### config.mk
export PLATFORM = sky130hd
export DESIGN_NAME = floppy_byte_stream
export DESIGN_NICKNAME = d
export VERILOG_FILES = /design/src/rtl/floppy_pkg.sv /design/src/rtl/floppy_crc16.sv /design/src/rtl/floppy_byte_stream.sv
export SDC_FILE = /design/constraint.sdc
export NUM_CORES = 1
export LEC_CHECK = 0
export CELL_PAD_IN_SITES_DETAIL_PLACEMENT = 1
export CELL_PAD_IN_SITES_GLOBAL_PLACEMENT = 1
export CORE_UTILIZATION = 39
export CTS_BUF_LIST = sky130_fd_sc_hd__clkbuf_8
export DETAILED_ROUTE_END_ITERATION = 12
export PLACE_DENSITY_LB_ADDON = 0.25
export SLEW_MARGIN = 10
export SYNTH_ARGS = -nofsm -noshare
export SYNTH_HDL_FRONTEND = slang
export SYNTH_SLANG_ARGS = --single-unit
### constraint.sdc
create_clock -name clk_i -period 3.56 [get_ports clk_i]
set_input_delay 0.356 -clock clk_i [delete_from_list [all_inputs] [get_ports clk_i]]
set_output_delay 0.356 -clock clk_i [all_outputs]
set_load 0.02 [all_outputs]
### src/rtl/floppy_pkg.sv
// Shared constants and types for the floppy read-path byte stream.
// CRC presets are the CCITT state after the A1 A1 A1 sync plus the address mark.
package floppy_pkg;

    localparam logic [7:0]  GAP_BYTE_DEF    = 8'h4E;
    localparam logic [15:0] CRC_PRESET_ID   = 16'hB230;
    localparam logic [15:0] CRC_PRESET_DATA = 16'hE295;
    localparam logic [15:0] CRC_POLY        = 16'h1021;

    localparam logic [1:0] TYPE_GAP  = 2'd0;
    localparam logic [1:0] TYPE_ID   = 2'd1;
    localparam logic [1:0] TYPE_DATA = 2'd2;
    localparam logic [1:0] TYPE_CRC  = 2'd3;

    typedef enum logic [1:0] {
        PH_GAP  = 2'd0,
        PH_HDR  = 2'd1,
        PH_DATA = 2'd2
    } phase_e;

endpackage

### src/rtl/floppy_crc16.sv
// Byte-wise CCITT CRC-16 step, MSB first, fully combinational.
module floppy_crc16
    import floppy_pkg::*;
(
    input  logic [15:0] crc_i,
    input  logic [7:0]  byte_i,
    output logic [15:0] crc_o
);

    logic [15:0] c;

    always_comb begin
        c = crc_i;
        for (int i = 7; i >= 0; i--) begin
            c = {c[14:0], 1'b0} ^ ((c[15] ^ byte_i[i]) ? CRC_POLY : 16'h0000);
        end
        crc_o = c;
    end

endmodule

### src/rtl/floppy_byte_stream.sv
// Converts drive phase timing into the FDC byte stream: ID field, buffered sector
// data, data CRC and gap filler, one registered byte per dclk_en slot.
module floppy_byte_stream
    import floppy_pkg::*;
#(
    parameter logic [7:0] GAP_BYTE = GAP_BYTE_DEF,
    parameter int         BUF_AW   = 10
) (
    input  logic              clk_i,
    input  logic              reset_i,
    input  logic              dclk_en_i,
    input  logic              ready_i,
    input  logic              sector_hdr_i,
    input  logic              sector_data_i,
    input  logic [6:0]        track_i,
    input  logic              side_i,
    input  logic [5:0]        sector_i,
    input  logic [1:0]        sector_size_code_i,
    output logic [BUF_AW-1:0] buf_addr_o,
    output logic              buf_rd_o,
    input  logic [7:0]        buf_rdata_i,
    output logic [7:0]        dout_o,
    output logic              dout_strobe_o,
    output logic [1:0]        dout_type_o,
    output logic              id_mark_o,
    output logic              data_mark_o
);

    phase_e            phase_q, phase_d, ph_in;
    logic [9:0]        idx_q, idx_d, idx_cur;
    logic              entry;
    logic [15:0]       crc_q, crc_d, crc_base, crc_next;
    logic [7:0]        crc_byte, data_byte, hold_q, hold_d;
    logic [1:0]        crc_pend_q, crc_pend_d, pend_cur;
    logic              rd_vld_q;
    logic [7:0]        dout_q, dout_d;
    logic [1:0]        type_q, type_d;
    logic              strobe_q, strobe_d, id_mark_q, id_mark_d, data_mark_q, data_mark_d;
    logic              buf_rd_q, buf_rd_d;
    logic [BUF_AW-1:0] buf_addr_q, buf_addr_d;

    floppy_crc16 u_crc (
        .crc_i  (crc_base),
        .byte_i (crc_byte),
        .crc_o  (crc_next)
    );

    // Read data arriving in the same clk as dclk_en is used directly, else the holding copy.
    always_comb begin
        ph_in     = sector_hdr_i ? PH_HDR : (sector_data_i ? PH_DATA : PH_GAP);
        entry     = (ph_in != phase_q);
        idx_cur   = entry ? 10'd0 : idx_q + 10'd1;
        data_byte = rd_vld_q ? buf_rdata_i : hold_q;
        pend_cur  = (entry && phase_q == PH_DATA) ? 2'd2 : crc_pend_q;
        crc_base  = crc_q;
        crc_byte  = data_byte;
        case (ph_in)
            PH_HDR: begin
                if (entry) crc_base = CRC_PRESET_ID;
                case (idx_cur)
                    10'd0:   crc_byte = {1'b0, track_i};
                    10'd1:   crc_byte = {7'b0, side_i};
                    10'd2:   crc_byte = {2'b0, sector_i};
                    10'd3:   crc_byte = {6'b0, sector_size_code_i};
                    default: crc_byte = 8'h00;
                endcase
            end
            PH_DATA: if (entry) crc_base = CRC_PRESET_DATA;
            default: ;
        endcase
    end

    always_comb begin
        phase_d     = phase_q;
        idx_d       = idx_q;
        crc_d       = crc_q;
        crc_pend_d  = crc_pend_q;
        hold_d      = rd_vld_q ? buf_rdata_i : hold_q;
        dout_d      = dout_q;
        type_d      = type_q;
        strobe_d    = 1'b0;
        id_mark_d   = 1'b0;
        data_mark_d = 1'b0;
        buf_rd_d    = 1'b0;
        buf_addr_d  = buf_addr_q;
        if (dclk_en_i) begin
            phase_d  = ph_in;
            idx_d    = idx_cur;
            strobe_d = ready_i;
            case (ph_in)
                PH_HDR: begin
                    crc_pend_d = 2'd0;
                    id_mark_d  = entry && ready_i;
                    if (idx_cur <= 10'd3) begin
                        dout_d = crc_byte;
                        type_d = TYPE_ID;
                        crc_d  = crc_next;
                    end else if (idx_cur == 10'd4) begin
                        dout_d = crc_base[15:8];
                        type_d = TYPE_CRC;
                    end else if (idx_cur == 10'd5) begin
                        dout_d     = crc_base[7:0];
                        type_d     = TYPE_CRC;
                        buf_addr_d = '0;
                        buf_rd_d   = ready_i;
                    end else begin
                        dout_d = GAP_BYTE;
                        type_d = TYPE_GAP;
                    end
                end
                PH_DATA: begin
                    crc_pend_d  = 2'd0;
                    data_mark_d = entry && ready_i;
                    dout_d      = data_byte;
                    type_d      = TYPE_DATA;
                    crc_d       = crc_next;
                    buf_addr_d  = BUF_AW'(idx_cur + 10'd1);
                    buf_rd_d    = ready_i;
                end
                default: begin
                    type_d = TYPE_CRC;
                    case (pend_cur)
                        2'd2: begin
                            dout_d     = crc_q[15:8];
                            crc_pend_d = 2'd1;
                        end
                        2'd1: begin
                            dout_d     = crc_q[7:0];
                            crc_pend_d = 2'd0;
                        end
                        default: begin
                            dout_d     = GAP_BYTE;
                            type_d     = TYPE_GAP;
                            crc_pend_d = 2'd0;
                        end
                    endcase
                end
            endcase
        end
    end

    always_ff @(posedge clk_i or posedge reset_i) begin
        if (reset_i) begin
            phase_q     <= PH_GAP;
            idx_q       <= '0;
            crc_q       <= 16'hFFFF;
            crc_pend_q  <= '0;
            hold_q      <= '0;
            rd_vld_q    <= 1'b0;
            dout_q      <= '0;
            type_q      <= TYPE_GAP;
            strobe_q    <= 1'b0;
            id_mark_q   <= 1'b0;
            data_mark_q <= 1'b0;
            buf_rd_q    <= 1'b0;
            buf_addr_q  <= '0;
        end else begin
            phase_q     <= phase_d;
            idx_q       <= idx_d;
            crc_q       <= crc_d;
            crc_pend_q  <= crc_pend_d;
            hold_q      <= hold_d;
            rd_vld_q    <= buf_rd_q;
            dout_q      <= dout_d;
            type_q      <= type_d;
            strobe_q    <= strobe_d;
            id_mark_q   <= id_mark_d;
            data_mark_q <= data_mark_d;
            buf_rd_q    <= buf_rd_d;
            buf_addr_q  <= buf_addr_d;
        end
    end

    assign dout_o        = dout_q;
    assign dout_strobe_o = strobe_q;
    assign dout_type_o   = type_q;
    assign id_mark_o     = id_mark_q;
    assign data_mark_o   = data_mark_q;
    assign buf_rd_o      = buf_rd_q;
    assign buf_addr_o    = buf_addr_q;

endmodule

==> results.toml, run 1 <==
[run_status]
status = "completed"

[yosys]
syn_area_per_cell_sq_um = 8.75
synth_fp_nets = 492
syn-cell-area_sq_mm = 0.00402
synth_cell_types = 69
ys_async_sr_fraction = 1.00
synth_top_cell_area_share = 0.287
synth.most_common_cell = "nand2_1"
synth_common_cells = "62 x nand2_1, 46 x dfrtp_1, 39 x nor2_1"
yosysSeqAreaShare = 0.391
yosys.area.top_type = "dfrtp_1"
synthCells = 459
synth_edf_count = 0
ys_ff_latch = 62
synth_area_leaders = "dfrtp_1 29%, dfstp_2 10%, nand2_1 5.8%"
ys_warn_count = 0
synth_flop_cell = "dfrtp_1"

[timing]
setup_viol = 0
min_period_over_period = 0.918
timing.fmax_mhz = 306
final_max_slew_viol_count = 0
fin_skew_ns = 0.00628
tightest_slew_ns = 0.650
tns_ns = 0
relSlewSlack = 0.566
period_needed_ns = 3.27
rsz0062_at_grt = "false"
hold_violations = 0

[critical_path]
startpoint_type = "register"
worstPathMaxFanout = 9
crit_type = "register to register"
crit_arrival_ns = 3.54
cp.required_ns = 3.83
end_kind = "register"

[routing]
drt_iter0_drc = 253
finalWirelength_microns = 13200
drtAntennaViolNets = 0
remaining_drc_errors = 0
vias = 3784
dr.pass1.iters = 5
viasPerCell = 5.71
wl_per_cell_microns = 20.0

[clocking]
holdBufCountCts = 0
post_cts_buffers = 0
clk_latency_ns = 0.36
numClockSinks = 62
cts_buffer_depth = 2
cts_buffers = 9
cts-root-buf = "clkbuf_8"
cts_max_level = 3
cts_tree = "yes"
cts_resized = 0
cts.clk_slew.worst_paths_ns = 0.07

[global_routing]
grt_pass1_vias = 3915
grt_max_degree = 28
antenna_found_initial = 0
grt_pass1_wl_microns = 21200
grt.overflow.total = 0
grt_use_total = 0.269

[job]
cap_violations = 0

[final_layout]
final_util = 0.509
layoutNonFillerInstCount = 663
fillers = 1156
nets = 558
area.growth.synth_to_final_pct = 25.1
multi_input_area_sq_mm = 0.00226
layout-drive-gt1-share = 0.170
regArea_sq_mm = 0.00157
antenna_cells = 0

[pwr]
switchingPower_mw = 0.968
p_int_mw = 1.73
clockPowerShare = 0.249
p_comb_frac = 0.366
power.leakage_nw = 2.00
power_density_mw_per_mm2 = 537
peakVddDrop_uv = 221
swShare = 0.359
seq_power_share = 0.385

[die]
start_util = 0.407
core_sq_mm = 0.00986
row_count = 36
dieArea_sq_mm = 0.0107
die_y_microns = 103
io_pins = 54
fp.dieW_microns = 103

[placed_design]
placed_cells = 647
hpwl_microns = 9980
gp_congestion = 0.955
port_buffers = 53

[hold_path]
hold_class = "input pin to async pin"
[critical path: stages (launching register included)]
cell and delay [ns]:
dfrtp_1 0.40, ha_1 0.27, and3_1 0.25, or4_4 0.46
a2111oi_4 0.38, a21oi_2 0.22, buf_4 0.22, nor3_1 0.29
a21oi_1 0.13, xnor2_2 0.29, xor2_1 0.18, o21ai_1 0.08
[through the flow]
stage          hold slack [ns]  power (mW)  cell area [sq um]  setup slack, ns
2_1_floorplan            0.448        1.68               4020           0.0928
3_3_place_gp             0.381        1.99               4810            0.112
3_5_place_dp             0.384        2.02               4810           0.0343
4_1_cts                  0.318        2.70               5020            0.294
5_1_grt                  0.359        2.83               5020           0.0581
6_report                 0.304        2.70               5020            0.292
[sequential cells by signal (all words and copies together), names as in the netlist]
| name | count |
|---|---|
| crc_q | 16 |
| buf_addr_o | 10 |
| phase_q | 2 |
| dout_o | 8 |
| dout_type_o | 2 |
| data_mark_o | 1 |
| hold_q | 8 |
| idx_q | 10 |
| dout_strobe_o | 1 |
| id_mark_o | 1 |
| rd_vld_q | 1 |
| crc_pend_q | 1 |
| buf_rd_o | 1 |
[area by class of cell]
| type | instances | share of cell area |
|---|---|---|
| clock buffers | 12 | 0.0329 |
| clock inverters | 4 | 0.00922 |
| inverters | 16 | 0.0120 |
| multi-input cells | 353 | 0.449 |
| flip-flops and latches | 62 | 0.313 |
| well taps | 133 | 0.0331 |
| repair buffers | 83 | 0.151 |
[placed cells by master, fill, tap and decap left out, types with 4 or more instances in the layout]
master	Yosys	routed
nand3_1	16	16
buf_4	0	30
mux2_2	9	9
o21ai_1	28	28
o21ai_0	20	20
inv_1	15	15
xnor2_1	20	20
nand2_1	62	62
clkdlybuf4s50_1	0	53
o22ai_1	11	11
nor2_1	39	39
clkbuf_8	0	12
nand4_1	6	6
mux2i_1	6	6
dfrtp_1	46	46
a21oi_1	30	30
xnor2_2	5	5
or3_1	4	4
a22oi_1	5	5
a31oi_1	5	5
nor3_1	5	5
dfstp_2	16	16
xor2_1	9	9
and2_1	8	8
[cell families (layout without fill, tap and decap cells)]
family	Yosys count	after routing	synth area share
XOR/XNOR	37	37	0.0985
buffers and inverters	44	115	0.0467
flip-flops	62	62	0.391
AO/OA/AOI/OAI	136	136	0.224
multiplexers	15	15	0.0402
adder cells (fa/ha/maj)	4	4	0.0118
AND/OR/NAND/NOR	161	161	0.187
[per-layer routing]
layer	share of wire	GRT usage	vias to the layer above
li1	-	-	1752
met1	0.47	0.368	1860
met2	0.43	0.417	141
met3	0.062	0.0470	31
met4	0.030	0.119	0
met5	0	0	-
[final timing paths]
kind	start	end	slack [ns]	cells past startpoint
worst max-delay path	idx_q[0]	crc_q[8]	0.29	11
worst max register to register	idx_q[0]	crc_q[8]	0.29	11
min in group clk_i	buf_rd_o	rd_vld_q	0.39	0
max in group asynchronous	reset_i	crc_q[5]	2.54	3
worst min-delay path	reset_i	buf_addr_o[2]	0.30	2
worst min register to register	buf_rd_o	rd_vld_q	0.39	0
[power groups by stage]
stage                     Sequential (mW)  Combinational [mW]  Clock [mW]
after floorplan                      1.02               0.660           0
after global placement               1.04               0.953           0
after detailed placement             1.04               0.979           0
after CTS                            1.04               0.988       0.676
after global routing                 1.05                1.08       0.699
final                                1.04               0.988       0.670
No activity file was read; power rests on OpenSTA's default activity.
==> run 2, diff against run 1 <==
- CORE_UTILIZATION: 39 -> 43
- REMOVE_ABC_BUFFERS: default -> 1
- clock period: 3.56 -> 3.5 ns (I/O delays scaled with it)
==> run 2 against run 1 <==
Combinational power barely moved. Clock skew rose by 0.0087 ns. Power rose by 3.6%. Setup slack got worse by 0.092 ns. Design area fell by 0.45%. Sequential power barely moved. Critical path type unchanged. Highest routed layer unchanged.
==> results.toml, run 2 (synthesis results as in run 1) <==
[run_status]
status = "completed"

[final_layout]
largest-register = "crc_q"
area.growth.synth_to_final_pct = 24.5
antenna_cells = 0
layoutNonFillerInstCount = 637
layout-drive-gt1-share = 0.168
largest_reg_flops = 16
layout_commonest_cell = "nand2_1"
final_util = 0.562
nets = 557
mostFrequentLayoutCells = "62 x nand2_1, 53 x clkdlybuf4s50_1, 46 x dfrtp_1"

[critical_path]
startpoint_type = "register"
crit_buf_inv = 0
crit_path_cell_trace = "ha_1, and3_1, or4_4, a2111oi_4, a21oi_4, or4_1, nand4_1, xnor2_2, xnor2_1, o21ai_1"
cp.required_ns = 3.76
crit_arrival_ns = 3.56
crit_type = "register to register"
end_kind = "register"
rrSetupSlack_ns = 0.20
worstPathMaxFanout = 16
path_delay_family = "simple AND/OR/NAND/NOR gates"
worst_path_max_delay_cell = "or4_1"
crit_path_max_incr_delay_ns = 0.58

[clocking]
clk_latency_ns = 0.35
cts_buffers = 9
holdBufCountCts = 0
cts_buffer_depth = 2
cts_max_level = 3
cts-root-buf = "clkbuf_8"
cts_tree = "yes"
numClockSinks = 62
cts.clk_slew.worst_paths_ns = 0.08

[global_routing]
grt_pass1_vias = 3912
antenna_found_initial = 0
grt.overflow.total = 0
grt_max_degree = 51
grt_use_total = 0.283
grt_pass1_wl_microns = 21100

[timing]
rsz0062_at_grt = "false"
setup_viol = 0
relSlewSlack = 0.288
worst_slack_ns = 0.200
final_max_slew_viol_count = 0
hold_violations = 0
period_needed_ns = 3.30
tightest_slew_ns = 1.07
fin_skew_ns = 0.0150
min_period_over_period = 0.943
timing.fmax_mhz = 303

[placed_design]
port_buffers = 53
placed_cells = 621
gp_congestion = 0.914
place_ws_ns = -0.0452
hpwl_microns = 9430

[die]
fp.dieW_microns = 98.6
dieArea_sq_mm = 0.00973
row_count = 34
io_pins = 54
core_sq_mm = 0.00889
die_y_microns = 98.6
start_util = 0.452

[routing]
dr.pass1.iters = 5
met2WireLength_microns = 5950
route.met3.wl_microns = 835
finalWirelength_microns = 13000
vias = 3837
viasPerCell = 6.02
drt_iter0_drc = 237
wl_per_cell_microns = 20.4
remaining_drc_errors = 0
drtAntennaViolNets = 0
routed.top_layer = "met4"
wl_met1_microns = 5840

[hold_path]
hold_class = "register to register"

[pwr]
peakVddDrop_uv = 227
power.leakage_nw = 2.00
power_density_mw_per_mm2 = 558
power.total_mw = 2.79

[job]
cap_violations = 0
## run 2: cell count changes in the layout (fill, tap and decap cells not counted), sizes merged
cell,delta
clkinvlp,-1
buf,-1
inv,+1
bufinv,+1
clkbuf,-2
clkinv,+1
## run 2: repair_timing
action                     4_1_cts  5_1_grt
setup buffers                    0        0
resized for setup                0        2
setup endpoints to repair        0       20
## run 2: worst paths after layout
check	cells after the start	from	endpoint
min in group asynchronous	2	reset_i	buf_addr_o[9]
min	0	buf_rd_o	rd_vld_q
max in group asynchronous	3	reset_i	crc_q[1]
max reg2reg	10	idx_q[1]	crc_q[5]
max	10	idx_q[1]	crc_q[5]
min reg2reg	0	buf_rd_o	rd_vld_q
## run 2: final cells by class
cell class	instances	area, sq um
Timing Repair Buffer	82	748
Inverter	16	60.1
Sequential cell	62	1570
Fill cell	1062	3890
Clock buffer	10	138
Clock inverter	6	77.6
Tap cell	108	135
Multi-Input combinational cell	353	2270
## run 2: where the power goes
part | switching (mW) | leakage (nW) | internal, mW
sequential | 0.133 | 0.763 | 0.924
combinational | 0.557 | 1.12 | 0.455
clock | 0.308 | 0.119 | 0.414
## run 2: metal layers
layer,vias up,global-route usage
met5,-,0
met2,172,0.451
met3,32,0.0418
li1,1750,-
met4,0,0.115
met1,1883,0.390
## run 2: per-stage QoR
step | instance area (sq um) | TNS, ns | hold slack, ns
floorplan | 3890 | 0 | 0.435
CTS | 4990 | 0 | 0.383
finish | 5000 | 0 | 0.380
global route | 5000 | 0 | 0.395
detailed placement | 4770 | -0.0994 | 0.368
global placement | 4770 | 0 | 0.371
==> run 3, diff against run 2 <==
- PLACE_DENSITY_LB_ADDON: 0.25 -> 0.1
==> run 3 against run 2 <==
Clock skew down 0.0063 ns. Largest cell class unchanged. Power down 2.8%. Sequential power about the same. Hold slack better by 0.0010 ns. Setup slack better by 0.023 ns. Highest routed layer unchanged. Die area unchanged. Critical path depth up 4. Clock power down 7.8%.
==> results.toml, run 3 (synthesis results as in run 1) <==
[timing]
tightest_slew_ns = 0.960
final_max_slew_viol_count = 0
worst_slack_ns = 0.223
setup_viol = 0
fin_skew_ns = 0.00876
relSlewSlack = 0.359
hold_violations = 0
tns_ns = 0
min_period_over_period = 0.936
timing.fmax_mhz = 305
period_needed_ns = 3.28
fin_worst_hold_slack_ns = 0.381

[final_layout]
layout-drive-gt1-share = 0.165
antenna_cells = 0
largest-register = "crc_q"
layout_commonest_cell = "nand2_1"
nets = 554
fillers = 1049
largest_reg_flops = 16
area.growth.synth_to_final_pct = 23.5
mostFrequentLayoutCells = "62 x nand2_1, 53 x clkdlybuf4s50_1, 46 x dfrtp_1"

[clocking]
cts_buffer_depth = 2
holdBufCountCts = 0
cts_resized = 0
cts_tree = "yes"
cts_buffers = 9
numClockSinks = 62
clk_latency_ns = 0.35
cts.clk_slew.worst_paths_ns = 0.07
cts-root-buf = "clkbuf_8"
post_cts_buffers = 0
cts_max_level = 3

[pwr]
peakVddDrop_uv = 248
power.total_mw = 2.71
power_density_mw_per_mm2 = 547
power.leakage_nw = 1.96

[global_routing]
grt_max_degree = 45
grt.overflow.total = 0
grt_use_total = 0.281
grt_pass1_vias = 3948
antenna_found_initial = 0
grt_pass1_wl_microns = 21000

[routing]
dr.pass1.iters = 5
drtAntennaViolNets = 0
viasPerCell = 6.03
finalWirelength_microns = 13000
vias = 3825
remaining_drc_errors = 0
wl_per_cell_microns = 20.6
drt_iter0_drc = 220

[critical_path]
crit_buf_inv = 3
crit_arrival_ns = 3.56
crit_path_cell_trace = "clkdlybuf4s50_1, xor2_1, o31a_1, nor2_1, buf_4, ha_1, or4b_1, o21ai_2, buf_4, o32a_1, xnor2_2, xnor2_2, xnor2_1, o21ai_1"
path_delay_family = "XOR/XNOR gates"
end_kind = "register"
worst_path_max_delay_cell = "or4b_1"
startpoint_type = "input pin"
crit_type = "input pin to register"
worstPathMaxFanout = 5
cp.required_ns = 3.78
crit_path_max_incr_delay_ns = 0.56

[hold_path]
hold_class = "register to register"

[die]
row_count = 34
fp.dieW_microns = 98.6
io_pins = 54
dieArea_sq_mm = 0.00973
die_y_microns = 98.6
core_sq_mm = 0.00889
start_util = 0.452

[placed_design]
hpwl_microns = 9450
place_ws_ns = -0.0721
gp_congestion = 0.914
port_buffers = 53

[job]
cap_violations = 0

[run_status]
status = "completed"
[run 3: cell count changes in the layout (fill, tap and decap cells not counted), sizes merged]
cell,before,now
clkinvlp,0,3
buf,29,26
bufinv,2,1
inv,17,15
[run 3: layer usage]
metal / GRT usage / vias to the layer above / part of all wire / wire (microns)
li1: - / 1748 / - / -
met1: 0.388 / 1882 / 0.45 / 5910
met2: 0.448 / 156 / 0.47 / 6120
met3: 0.0468 / 39 / 0.052 / 675
met4: 0.0999 / 0 / 0.026 / 344
met5: 0 / - / 0 / 0
[run 3: final timing paths]
check                              start            end  slack [ns]  cells past startpoint
max reg2reg                     idx_q[1]      dout_o[2]        0.23                     11
max in group asynchronous        reset_i      crc_q[15]        2.15                      3
max                        sector_data_i       crc_q[5]        0.22                     14
min                             buf_rd_o       rd_vld_q        0.38                      0
min reg2reg                     buf_rd_o       rd_vld_q        0.38                      0
min in group asynchronous        reset_i  buf_addr_o[5]        0.54                      2
[run 3: area by class of cell]
type,count,area [sq um],area share
tap,108,135,0.0272
multi-input combinational,353,2270,0.457
sequential,62,1570,0.317
timing repair buffer,79,726,0.146
inverter,16,60.1,0.0121
clock inverter,6,61.3,0.0124
clock buffer,10,138,0.0277
[run 3: where the power goes]
group	switching, mW	leakage, nW	internal, mW
combinational	0.547	1.11	0.445
sequential	0.130	0.763	0.924
clock	0.322	0.0920	0.345
total	0.998	1.96	1.71
[run 3: metrics by stage]
stage           util  cell area, sq um  cells
2_1_floorplan      -              3890    431
3_5_place_dp   0.534              4750    618
6_report       0.558              4960    634
4_1_cts        0.556              4950    634
3_3_place_gp   0.534              4750    618
5_1_grt        0.558              4960    634
